<file path="config.mk">
export PLATFORM = sky130hd
export DESIGN_NAME = sequence_generator_flat
export DESIGN_NICKNAME = d
export VERILOG_FILES = /design/src/rtl/sequence_generator_if.sv /design/src/rtl/sequence_generator.sv /design/src/flat_wrapper.sv
export SDC_FILE = /design/constraint.sdc
export NUM_CORES = 1
export LEC_CHECK = 0
export BUFFER_PORTS_ARGS = -buffer_cell sky130_fd_sc_hd__buf_2
export CAP_MARGIN = 40
export CORE_MARGIN = 2
export CORE_UTILIZATION = 40
export DETAILED_ROUTE_END_ITERATION = 8
export PLACE_DENSITY = 0.59
export RECOVER_POWER = 50
export SLEW_MARGIN = 20
export SYNTH_ARGS = -nofsm -noshare
export SYNTH_HDL_FRONTEND = slang
export SYNTH_SLANG_ARGS = --single-unit
export TNS_END_PERCENT = 10
</file>
<file path="constraint.sdc">
create_clock -name clk -period 2.4 [get_ports clk]
set_input_delay 0.48 -clock clk [delete_from_list [all_inputs] [get_ports clk]]
set_output_delay 0.48 -clock clk [all_outputs]
set_load 0.05 [all_outputs]
</file>
<file path="src/rtl/sequence_generator_if.sv">
// Request and register-file write bus of the sequence generator.
// The master side issues the requests and the slave side (the generator) drives the results.
interface sequence_generator_if;
  logic        start;
  logic        clr;
  logic [15:0] seed;
  logic        seed_load;
  logic        we;
  logic [7:0]  addr;
  logic [2:0]  wdata;
  logic [2:0]  d0;
  logic [2:0]  d1;
  logic [2:0]  d2;
  logic [2:0]  d3;
  logic [2:0]  d4;
  logic        busy;
  logic        done;

  modport master (
    output start, clr, seed, seed_load,
    input  we, addr, wdata, d0, d1, d2, d3, d4, busy, done
  );

  modport slave (
    input  start, clr, seed, seed_load,
    output we, addr, wdata, d0, d1, d2, d3, d4, busy, done
  );
endinterface

</file>
<file path="src/rtl/sequence_generator.sv">
// Writes DEPTH pseudo-random 3-bit words, no two consecutive words equal, on a key press.
// The words come from a free-running 16-bit Fibonacci LFSR.
module sequence_generator #(
  parameter int          DEPTH        = 5,
  parameter logic [15:0] SEED_DEFAULT = 16'hACE1
) (
  input  logic                 clk,
  input  logic                 rst,
  sequence_generator_if.slave  bus
);

  typedef enum logic [1:0] {IDLE, WRITE, DONE} state_t;

  state_t      state;
  state_t      state_next;
  logic [15:0] lfsr;
  logic        start_q;
  logic        armed;
  logic [2:0]  index;
  logic [2:0]  d_q [5];

  logic [2:0]  candidate;
  logic        start_edge;
  logic        repeat_hit;
  logic        accept;
  logic        last_word;

  // armed stays low after reset until start is seen low, so a key held through reset is not a press.
  assign start_edge = bus.start & ~start_q & armed;
  assign candidate  = lfsr[2:0];
  assign repeat_hit = (index != 3'd0) && (candidate == bus.wdata);
  assign accept     = (state == WRITE) && !repeat_hit && !bus.clr;
  assign last_word  = (index == 3'(DEPTH - 1));

  // NOTE: every variable in an always_comb gets its default first; a missed path would infer a latch.
  always_comb begin
    state_next = state;
    unique case (state)
      IDLE:    if (start_edge)           state_next = WRITE;
      WRITE:   if (accept && last_word)  state_next = DONE;
      DONE:    if (start_edge)           state_next = WRITE;
      default:                           state_next = IDLE;
    endcase
    if (bus.clr) state_next = IDLE;
  end

  // NOTE: sequential state uses non-blocking assignments so every flop samples pre-edge values.
  always_ff @(posedge clk or negedge rst) begin
    if (!rst) state <= IDLE;
    else      state <= state_next;
  end

  // The LFSR is never reset by clr and never reaches zero: a zero seed is replaced by the default.
  always_ff @(posedge clk or negedge rst) begin
    if (!rst)
      lfsr <= SEED_DEFAULT;
    else if ((state == IDLE) && bus.seed_load && !bus.clr)
      lfsr <= (bus.seed == 16'h0000) ? SEED_DEFAULT : bus.seed;
    else
      lfsr <= {lfsr[14:0], lfsr[15] ^ lfsr[13] ^ lfsr[12] ^ lfsr[10]};
  end

  // NOTE: the parallel word copies are a handful of flops, not a RAM, so they are reset with everything else.
  always_ff @(posedge clk or negedge rst) begin
    if (!rst) begin
      start_q   <= 1'b0;
      armed     <= 1'b0;
      index     <= 3'd0;
      bus.we    <= 1'b0;
      bus.addr  <= 8'd0;
      bus.wdata <= 3'd0;
      bus.busy  <= 1'b0;
      bus.done  <= 1'b0;
      for (int i = 0; i < 5; i++) d_q[i] <= 3'd0;
    end else begin
      start_q  <= bus.start;
      if (!bus.start) armed <= 1'b1;
      bus.we   <= accept;
      bus.busy <= (state_next == WRITE);
      bus.done <= (state == DONE) && (state_next == DONE);
      if (bus.clr) begin
        index     <= 3'd0;
        bus.addr  <= 8'd0;
        bus.wdata <= 3'd0;
        for (int i = 0; i < 5; i++) d_q[i] <= 3'd0;
      end else if (accept) begin
        bus.addr  <= {5'b0, index};
        bus.wdata <= candidate;
        if (index < 3'd5) d_q[index] <= candidate;
        index     <= index + 3'd1;
      end else if ((state != WRITE) && (state_next == WRITE)) begin
        index <= 3'd0;
      end
    end
  end

  assign bus.d0 = d_q[0];
  assign bus.d1 = d_q[1];
  assign bus.d2 = d_q[2];
  assign bus.d3 = d_q[3];
  assign bus.d4 = d_q[4];

endmodule
</file>
<file path="src/flat_wrapper.sv">
// flat-port wrapper written by rule: the top's interface ports become plain ports
module sequence_generator_flat 
#(
  parameter int          DEPTH        = 5,
  parameter logic [15:0] SEED_DEFAULT = 16'hACE1
)
  (clk, rst, bus_start, bus_clr, bus_seed, bus_seed_load, bus_we, bus_addr, bus_wdata, bus_d0, bus_d1, bus_d2, bus_d3, bus_d4, bus_busy, bus_done);
  sequence_generator_if bus_i ();
  input  logic clk;
  input  logic rst;
  input wire logic [$bits(bus_i.start)-1:0] bus_start;
  input wire logic [$bits(bus_i.clr)-1:0] bus_clr;
  input wire logic [$bits(bus_i.seed)-1:0] bus_seed;
  input wire logic [$bits(bus_i.seed_load)-1:0] bus_seed_load;
  output wire logic [$bits(bus_i.we)-1:0] bus_we;
  output wire logic [$bits(bus_i.addr)-1:0] bus_addr;
  output wire logic [$bits(bus_i.wdata)-1:0] bus_wdata;
  output wire logic [$bits(bus_i.d0)-1:0] bus_d0;
  output wire logic [$bits(bus_i.d1)-1:0] bus_d1;
  output wire logic [$bits(bus_i.d2)-1:0] bus_d2;
  output wire logic [$bits(bus_i.d3)-1:0] bus_d3;
  output wire logic [$bits(bus_i.d4)-1:0] bus_d4;
  output wire logic [$bits(bus_i.busy)-1:0] bus_busy;
  output wire logic [$bits(bus_i.done)-1:0] bus_done;
  assign bus_i.start = bus_start;
  assign bus_i.clr = bus_clr;
  assign bus_i.seed = bus_seed;
  assign bus_i.seed_load = bus_seed_load;
  assign bus_we = bus_i.we;
  assign bus_addr = bus_i.addr;
  assign bus_wdata = bus_i.wdata;
  assign bus_d0 = bus_i.d0;
  assign bus_d1 = bus_i.d1;
  assign bus_d2 = bus_i.d2;
  assign bus_d3 = bus_i.d3;
  assign bus_d4 = bus_i.d4;
  assign bus_busy = bus_i.busy;
  assign bus_done = bus_i.done;
  sequence_generator #(.DEPTH(DEPTH), .SEED_DEFAULT(SEED_DEFAULT)) u_core (.clk(clk), .rst(rst), .bus(bus_i));
endmodule
</file>
==> metrics.csv, run 1 <==
metric;value;unit
busiest_layer;met2;
grtUsageTotal;14.9;%
rsz0062_at_grt;false;
gr-usage-met2;24.1;%
synthesis.area;2150;sq um
seq_area;1190;sq um
n_antenna_cell;0;
cts_buffer_depth;2;
antenna_found_initial;0;
critPathTopFamily;compound AO/OA/AOI/OAI gates;
vdd_drop_max;376;uV
yosysWarnings;0;
ant_nets;0;
rows;26;
leakagePower;0.00122;uW
yosys.cell_types.count;38;
clkSinkCount;47;
grtUsageMet3;3.72;%
min_path_type;primary input to flip-flop;
hold_viol_final;0;
root_buffer;clkbuf_8;
cp.depth;7;
routed_wl;4250;um
synth_area_per_cell;12.5;sq um
fin_crit_sh;89.3;%
cts_buffers;5;
drt_first_pass_iters;4;
holdWs;0.333;ns
drc;0;
finalClockSkew;0.00416;ns
design_area;2490;sq um
setup_tns;0;ns
die_w;77.4;um
crit_fanout;9;
drive_gt1_share;32.7;%
routabilityCongestion;0.738;
critPathCaptureType;flip-flop;
max_freq;0.467;GHz
vias;1444;
seq_area_frac_synth;55.1;%
final-setup-viol-count;0;
drv_cap;0;
slowest_delay;0.47;ns
reg2reg_slack;0.26;ns
worst_path_max_delay_cell;dfrtp_1;
clkTransAtPathRegs;0.08;ns
clk_latency;0.29;ns
post_cts_buffers;0;
r2r-end;u_core.state[1];
via_per_inst;5.03;
crit_buf_inv;2;
core;5140;sq um
grt_pass1_wl;7060;um
tritoncts;built;
wl_per_cell;14.8;um
syn_inst;173;
period_needed;2.14;ns
use_met1;19.8;%
htreeDepth;2;
placed_area;2420;sq um
relSlewSlack;19.6;%
multiInputGateArea;870;sq um
overflow;0;
drt_iter0_markers;28;
hold_buffers;0;
p_total;1850;uW
nNetsFinal;239;
rr_worst_depth;7;
pre_cts_slack;0.341;ns
critical_path_required;2.58;ns
fillCellCount;507;
p_per_area;744;nW/um^2
die_h;77.4;um
cts_resized;0;
cp.arrival;2.32;ns
crit_chain;inv_1 > ha_1 > nor2b_1 > o41ai_2 > buf_4 > nor2_1 > a31o_2;
grt_pass1_vias;1506;
slew_viol_final;0;
startpoint_type;flip-flop;
worst_pin_slew;1.21;ns
synth_seq_cells;47;
cp-endpoint;u_core.state[1];
crit_start;u_core.index[0];
reg2reg_from;u_core.index[0];
fin_ws;0.257;ns
run_status;finished clean;
ioPinCount;50;
dpl.hpwl;3100;um
syn_to_final_growth;15.7;%
start_util;41.9;%
grt_max_degree;48;
critPathKind;flip-flop to flip-flop;
die_area;5990;sq um
io_buffers;44;
## worst min-delay path by stage
| stage | from | to | slack (ns) | cells after the start |
|---|---|---|---|---|
| global placement | u_core.armed | u_core.armed | 0.45 | 1 |
| finish | bus_start | u_core.start_q | 0.33 | 1 |
| global route | bus_start | u_core.start_q | 0.32 | 1 |
| floorplan | rst | u_core.armed | 0.18 | 0 |
| CTS | rst | u_core.bus.addr[2] | 0.17 | 2 |
| detailed placement | u_core.armed | u_core.armed | 0.46 | 1 |
## where the power goes
part	switching (uW)	leakage [uW]	internal (uW)
sequential	70.7	0.000597	907
clock	244	0.0000515	263
combinational	216	0.000570	154
total	530	0.00122	1320
## cell usage after synthesis (all sizes together)
cell type	count	area share, %
and2b	1	0.35
xnor2	2	0.81
buf	9	3.5
o311ai	1	0.41
nor2	8	1.4
clkbuf	7	1.2
or2b	3	1.0
o211ai	1	0.35
or3	2	0.64
nand3	2	0.46
nand2b	14	4.1
nor2b	1	0.29
a21oi	5	1.2
o41ai	1	0.76
nor4b	2	1.1
or4	4	1.6
o22a	8	3.3
inv	3	0.52
mux2i	18	8.4
dfrtp	39	45
nand2	3	0.52
nand3b	4	1.4
ha	2	1.2
dfstp	8	9.8
a31o	1	0.41
nand4	1	0.29
conb	1	0.17
nor4	5	1.5
o21ai	4	0.93
o211a	1	0.46
mux2	8	4.2
xor2	4	2.7
## stage by stage
stage	utilization [%]	cells
floorplan	-	177
global placement	47.0	279
detailed placement	47.0	279
CTS	49.0	287
global route	48.5	287
finish	48.5	287
## layer usage
| layer | share of wire (%) | routed length [um] | vias up |
|---|---|---|---|
| met3 | 6.1 | 261 | 6 |
| met2 | 49 | 2100 | 46 |
| met4 | 0.90 | 38 | 0 |
| met5 | 0 | 0 | - |
| li1 | - | - | 678 |
| met1 | 44 | 1850 | 714 |
## cell families after synthesis
group                    Yosys count  synth area share (%)
AO/OA/AOI/OAI                     22                  7.72
XOR/XNOR                           6                  3.48
adder cells (fa/ha/maj)            2                  1.16
buffers and inverters             19                  5.28
flip-flops                        47                  55.1
multiplexers                      26                  12.5
other                              1                 0.174
AND/OR/NAND/NOR                   50                  14.6
## flip-flops by register name, summed over array words and instances, names as in the netlist
signal and count:
u_core.bus.d0 3, u_core.armed 1, u_core.bus.d4 3, u_core.bus.done 1, u_core.bus.d3 3, u_core.lfsr 16, u_core.bus.wdata 3, u_core.bus.we 1
u_core.start_q 1, u_core.bus.d1 3, u_core.bus.busy 1, u_core.bus.d2 3, u_core.bus.addr 3, u_core.state 2, u_core.index 3
## placed cells by master (no fill, tap or decap), types with 4 or more instances in the layout
cell,n
mux2i_1,18
o22a_1,8
nand2b_1,14
clkbuf_1,9
conb_1,5
clkbuf_8,7
a21oi_1,5
buf_2,36
nand3b_1,4
mux2_2,8
nor4_1,5
dfrtp_1,39
dfstp_2,8
nor2_1,8
o21ai_0,4
## area by class of cell
| type | count | share of cell area (%) |
|---|---|---|
| Inverter | 3 | 0.452 |
| Clock buffer | 8 | 4.02 |
| Timing Repair Buffer | 48 | 9.54 |
| Sequential cell | 47 | 47.6 |
| Tap cell | 70 | 3.51 |
| Multi-Input combinational cell | 111 | 34.9 |
Note: power is estimated with default switching activity, not from simulation.
==> inputs of run 2 (changes only) <==
--- a/config.mk
+++ b/config.mk
@@ -5,6 +5,8 @@
 export SDC_FILE = /design/constraint.sdc
 export NUM_CORES = 1
 export LEC_CHECK = 0
+export ABC_AREA = 1
+export ABC_CLOCK_PERIOD_IN_PS = 2400
 export BUFFER_PORTS_ARGS = -buffer_cell sky130_fd_sc_hd__buf_2
 export CAP_MARGIN = 40
 export CORE_MARGIN = 2
==> metrics.csv, run 2 <==
metric;value;unit
run_status;finished clean;
htreeDepth;2;
rows;26;
crit_chain;nor2_1 > nand2_1 > nor2_2 > clkbuf_1 > inv_2 > nor2_1 > nand2_1 > o21ai_0 > inv_1;
worst_path_max_delay_cell;clkbuf_1;
ant_nets;0;
fillCellCount;535;
synth_xor_area_share;1.60;%
synth.most_common_cell;nand2_1;
die_h;78.0;um
design_area;2540;sq um
rr_worst_depth;9;
setup_tns;0;ns
placedCellCount;369;
die_area;6090;sq um
drt_first_pass_iters;4;
grt_max_degree;21;
drt_iter0_markers;137;
clk_latency;0.30;ns
fin_crit_sh;77.0;%
grt_pass1_wl;7360;um
rsz0062_at_grt;false;
vias;1729;
slew_viol_final;0;
largest_reg_flops;16;
placed_area;2460;sq um
clkTransAtPathRegs;0.09;ns
start_util;42.1;%
finalClockSkew;0.0103;ns
synthesis.area;2190;sq um
yosys-top-cells-count;nand2_1 (74), dfrtp_1 (39), nor2_1 (33), inv_1 (22), o21ai_0 (13);
synthFlopType;dfrtp_1;
drc;0;
max_freq;0.541;GHz
cp.arrival;2.09;ns
syn_to_final_growth;15.8;%
synthAdderAreaFrac;1.14;%
yosys-top-cells-area;dfrtp_1 (45%), nand2_1 (13%), dfstp_2 (9.6%);
seq_area_frac_synth;54.1;%
mostFrequentLayoutCell;nand2_1;
cts_buffers;5;
synth_seq_cells;47;
final_cell_mix;nand2_1 (74), buf_2 (39), dfrtp_1 (39);
core;5200;sq um
period_needed;1.85;ns
final-setup-viol-count;0;
grtUsageTotal;15.3;%
fin_ws;0.552;ns
hold_buffers;0;
grt_pass1_vias;1615;
synth_top_area_share;44.5;%
synth_area_leader_cell;dfrtp_1;
dpl.hpwl;3380;um
root_buffer;clkbuf_8;
via_per_inst;4.59;
post_cts_buffers;0;
synth_area_per_cell;8.50;sq um
cts_buffer_depth;2;
relSlewSlack;27.0;%
routabilityCongestion;0.854;
synth_edf_count;0;
p_per_area;713;nW/um^2
min_path_type;primary input to flip-flop;
critPathCaptureType;flip-flop;
slowest_delay;0.50;ns
yosysWarnings;0;
clkSinkCount;47;
cts_resized;0;
drv_cap;0;
drive_gt1_share;22.8;%
regMostFlops;u_core.lfsr;
yosys.cell_types.count;30;
ys_async_sr_fraction;100;%
antenna_found_initial;0;
crit_fanout;17;
n_antenna_cell;0;
startpoint_type;flip-flop;
holdPathStages;1;
hold_viol_final;0;
fin_cells;377;
worst_pin_slew;1.09;ns
synth-compound-area-share;6.11;%
critPathKind;flip-flop to flip-flop;
io_buffers;44;
overflow;0;
pre_cts_slack;0.646;ns
syn_inst;258;
synthMuxAreaShare;0;%
tritoncts;built;
synth-simple-area-share;28.9;%
routed_wl;4390;um
die_w;78.0;um
leakagePower;0.00138;uW
critical_path_required;2.64;ns
synth_top_family_by_area;simple AND/OR/NAND/NOR gates;
wl_per_cell;11.6;um
nNetsFinal;329;
ioPinCount;50;
vdd_drop_max;253;uV
## run 2: changes by cell type after synthesis, moves of 9 or more
cell      before  now
nor2_1         8   33
nand2_1        3   74
mux2i_1       18    0
o21ai_0        4   13
nand2b_1      14    0
inv_1          3   22
## run 2: area by class of cell
type | count | area, sq um | area share (%)
repair buffers | 47 | 225 | 8.88
inverters | 26 | 100 | 3.94
flip-flops and latches | 47 | 1190 | 46.7
multi-input cells | 179 | 847 | 33.4
clock buffers | 7 | 86.3 | 3.40
clock inverters | 1 | 5.00 | 0.197
well taps | 70 | 87.6 | 3.45
## run 2: routing by layer
layer,up-vias,GRT usage [%],wire (um)
met5,-,0,0
met3,5,4.37,253
met2,56,24.0,1950
met1,769,20.6,2130
met4,0,4.74,53
li1,899,-,-
## run 2: logic make-up after synthesis
group / Yosys count
xor+xnor: 4
other cells: 1
buf+inv: 36
compound gates: 26
flops: 47
simple gates: 142
fa+ha+maj: 2
## run 2: metrics by stage
| step | hold WS, ns | power (uW) | utilization [%] |
|---|---|---|---|
| 2_1_floorplan | 0.184 | 1240 | - |
| 5_1_grt | 0.306 | 1930 | 48.8 |
| 6_report | 0.321 | 1810 | 48.8 |
| 3_3_place_gp | 0.428 | 1350 | 47.3 |
| 4_1_cts | 0.132 | 1840 | 49.1 |
| 3_5_place_dp | 0.432 | 1350 | 47.3 |
## run 2: final timing paths
kind | startpoint | to | slack (ns)
worst max register to register | u_core.state[1] | u_core.lfsr[0] | 0.55
worst min register to register | u_core.armed | u_core.armed | 0.45
worst max-delay path | u_core.state[1] | u_core.lfsr[0] | 0.55
worst min-delay path | bus_start | u_core.start_q | 0.32
max in group asynchronous | rst | u_core.lfsr[4] | 0.74
min in group asynchronous | rst | u_core.bus.d0[2] | 0.36
## run 2: power by group
part | leakage (uW) | internal [uW] | switching (uW)
clock | 0.0000482 | 232 | 248
sequential | 0.000600 | 901 | 44.3
combinational | 0.000735 | 109 | 274
total | 0.00138 | 1240 | 566
## run 2: worst max-delay path: cells and delay by family, from the launching register on
family | cells | cell delay (ns)
flip-flops | 1 | 0.41
AND/OR/NAND/NOR | 5 | 0.49
buffers and inverters | 3 | 0.82
AO/OA/AOI/OAI | 1 | 0.08
==> inputs of run 3 (changes only) <==
--- a/config.mk
+++ b/config.mk
@@ -6,13 +6,13 @@
 export NUM_CORES = 1
 export LEC_CHECK = 0
 export ABC_AREA = 1
-export ABC_CLOCK_PERIOD_IN_PS = 2400
+export ABC_CLOCK_PERIOD_IN_PS = 1500
 export BUFFER_PORTS_ARGS = -buffer_cell sky130_fd_sc_hd__buf_2
 export CAP_MARGIN = 40
 export CORE_MARGIN = 2
 export CORE_UTILIZATION = 40
 export DETAILED_ROUTE_END_ITERATION = 8
-export PLACE_DENSITY = 0.59
+export PLACE_DENSITY = 0.61
 export RECOVER_POWER = 50
 export SLEW_MARGIN = 20
 export SYNTH_ARGS = -nofsm -noshare
==> constraint.sdc (replaced) <==
create_clock -name clk -period 1.5 [get_ports clk]
set_input_delay 0.3 -clock clk [delete_from_list [all_inputs] [get_ports clk]]
set_output_delay 0.3 -clock clk [all_outputs]
set_load 0.05 [all_outputs]
==> metrics.csv, run 3 (synthesized netlist as in run 2, its figures left out) <==
metric;value;unit
run_status;finished clean;
clkSinkCount;47;
final-setup-viol-count;0;
routabilityCongestion;0.866;
crit_fanout;7;
min_path_type;primary input to flip-flop;
critPathKind;flip-flop to flip-flop;
leakagePower;0.00151;uW
finalClockSkew;0.00692;ns
die_h;78.0;um
relSlewSlack;58.1;%
clkTransAtPathRegs;0.08;ns
antenna_found_initial;0;
cts_buffer_depth;2;
rsz0062_at_grt;true;
die_w;78.0;um
start_util;42.1;%
grt_pass1_wl;7650;um
period_needed;1.46;ns
clock_power_share;29.5;%
die_area;6090;sq um
drt_first_pass_iters;4;
vias;1813;
ioPinCount;50;
root_buffer;clkbuf_8;
drc;0;
vdd_drop_max;467;uV
io_buffers;44;
cts_buffers;5;
dpl.hpwl;3270;um
clk_latency;0.30;ns
nNetsFinal;344;
worst_pin_slew;0.628;ns
drt_iter0_markers;83;
drive_gt1_share;34.8;%
final_cell_mix;nand2_1 (73), buf_2 (43), dfrtp_1 (36);
syn_to_final_growth;28.6;%
ant_nets;0;
critical_path_required;1.69;ns
p_int;2240;uW
htreeDepth;2;
max_freq;0.687;GHz
hold_viol_final;0;
largest_reg_flops;16;
critPathCaptureType;flip-flop;
slew_viol_final;0;
rows;26;
placedCellCount;381;
setup_tns;0;ns
regMostFlops;u_core.lfsr;
mostFrequentLayoutCell;nand2_1;
fin_crit_sh;97.0;%
p_per_area;1140;nW/um^2
n_antenna_cell;0;
wl_per_cell;11.8;um
grt_max_degree;48;
fin_cells;392;
tritoncts;built;
overflow;0;
routed_wl;4610;um
swShare;30.4;%
grtUsageTotal;15.9;%
p_seq_share;47.0;%
combPwrFrac;23.5;%
cp.arrival;1.65;ns
startpoint_type;flip-flop;
core;5200;sq um
drv_cap;0;
netSwitchingPower;977;uW
grt_pass1_vias;1701;
via_per_inst;4.63;
[run 3: cell types whose count changed in the layout (fill, tap and decap cells not counted), sizes merged]
cell         change
bufinv           +1
dlygate4sd3      +1
buf             +19
clkbuf           -7
nand2            +1
[run 3: path summary, 6_finish.rpt]
kind,start,to,slack (ns),cells after the start
setup reg to reg,u_core.index[1],u_core.bus.d3[0],0.04,11
setup / recovery,u_core.index[1],u_core.bus.d3[0],0.04,11
min in group asynchronous,rst,u_core.bus.d4[1],0.67,3
max in group asynchronous,rst,u_core.bus.wdata[0],0.38,3
hold reg to reg,u_core.armed,u_core.armed,0.45,2
hold / removal,bus_start,u_core.start_q,0.14,1
[run 3: per-stage QoR]
| step | util, % | setup slack [ns] | total power (uW) | cell area (sq um) | hold WS [ns] |
|---|---|---|---|---|---|
| finish | 54.2 | 0.0443 | 3220 | 2820 | 0.141 |
| global route | 54.2 | -0.0678 | 3400 | 2820 | 0.131 |
| CTS | 51.8 | -0.00482 | 3180 | 2700 | 0.123 |
| detailed placement | 49.4 | -0.0406 | 2220 | 2570 | 0.301 |
| global placement | 49.4 | 0.00151 | 2220 | 2570 | 0.302 |
| floorplan | - | 0.0134 | 1990 | 2210 | 0.00441 |
[run 3: layout make-up]
cell class	instances	area, sq um
Timing Repair Buffer	61	357
Tap cell	70	87.6
Fill cell	505	2390
Clock inverter	2	35.0
Inverter	26	100
Sequential cell	47	1190
Multi-Input combinational cell	180	967
Clock buffer	6	82.6
[run 3: worst max-delay path, stage by stage (launching register included)]
cell	delay [ns]
dfrtp_1	0.40
inv_2	0.09
ha_4	0.14
nand2_2	0.05
nand2_2	0.06
nor2_2	0.04
nand2_2	0.12
nand2_4	0.12
nand2_8	0.15
nand3_4	0.08
nand2_1	0.07
nand2_1	0.05
[run 3: metal layers]
layer  share of wire [%]  global-route usage, %  routed length [um]  vias up
met5                   0                      0                   0        -
met4                 1.2                   5.79                  57        0
met3                 4.3                   3.10                 197        5
met2                  48                   26.6                2220       44
met1                  46                   20.6                2140      824
li1                    -                      -                   -      940
[run 3: what timing repair did]
| action | 4_1_cts | 5_1_grt |
|---|---|---|
| hold buffers | 1 | 0 |
| pin swaps | 0 | 4 |
| endpoints found under the setup margin | 7 | 24 |
| cloned | 0 | 1 |
| hold endpoints to repair | 39 | 0 |
| buffers inserted | 0 | 1 |
| gates resized for setup | 2 | 29 |
[run 3: power groups by stage]
stage | registers (uW) | clock network, uW | logic [uW]
6_report | 1510 | 950 | 756
5_1_grt | 1530 | 1030 | 837
4_1_cts | 1510 | 977 | 695
3_5_place_dp | 1530 | 0 | 691
3_3_place_gp | 1530 | 0 | 689
2_1_floorplan | 1630 | 0 | 367
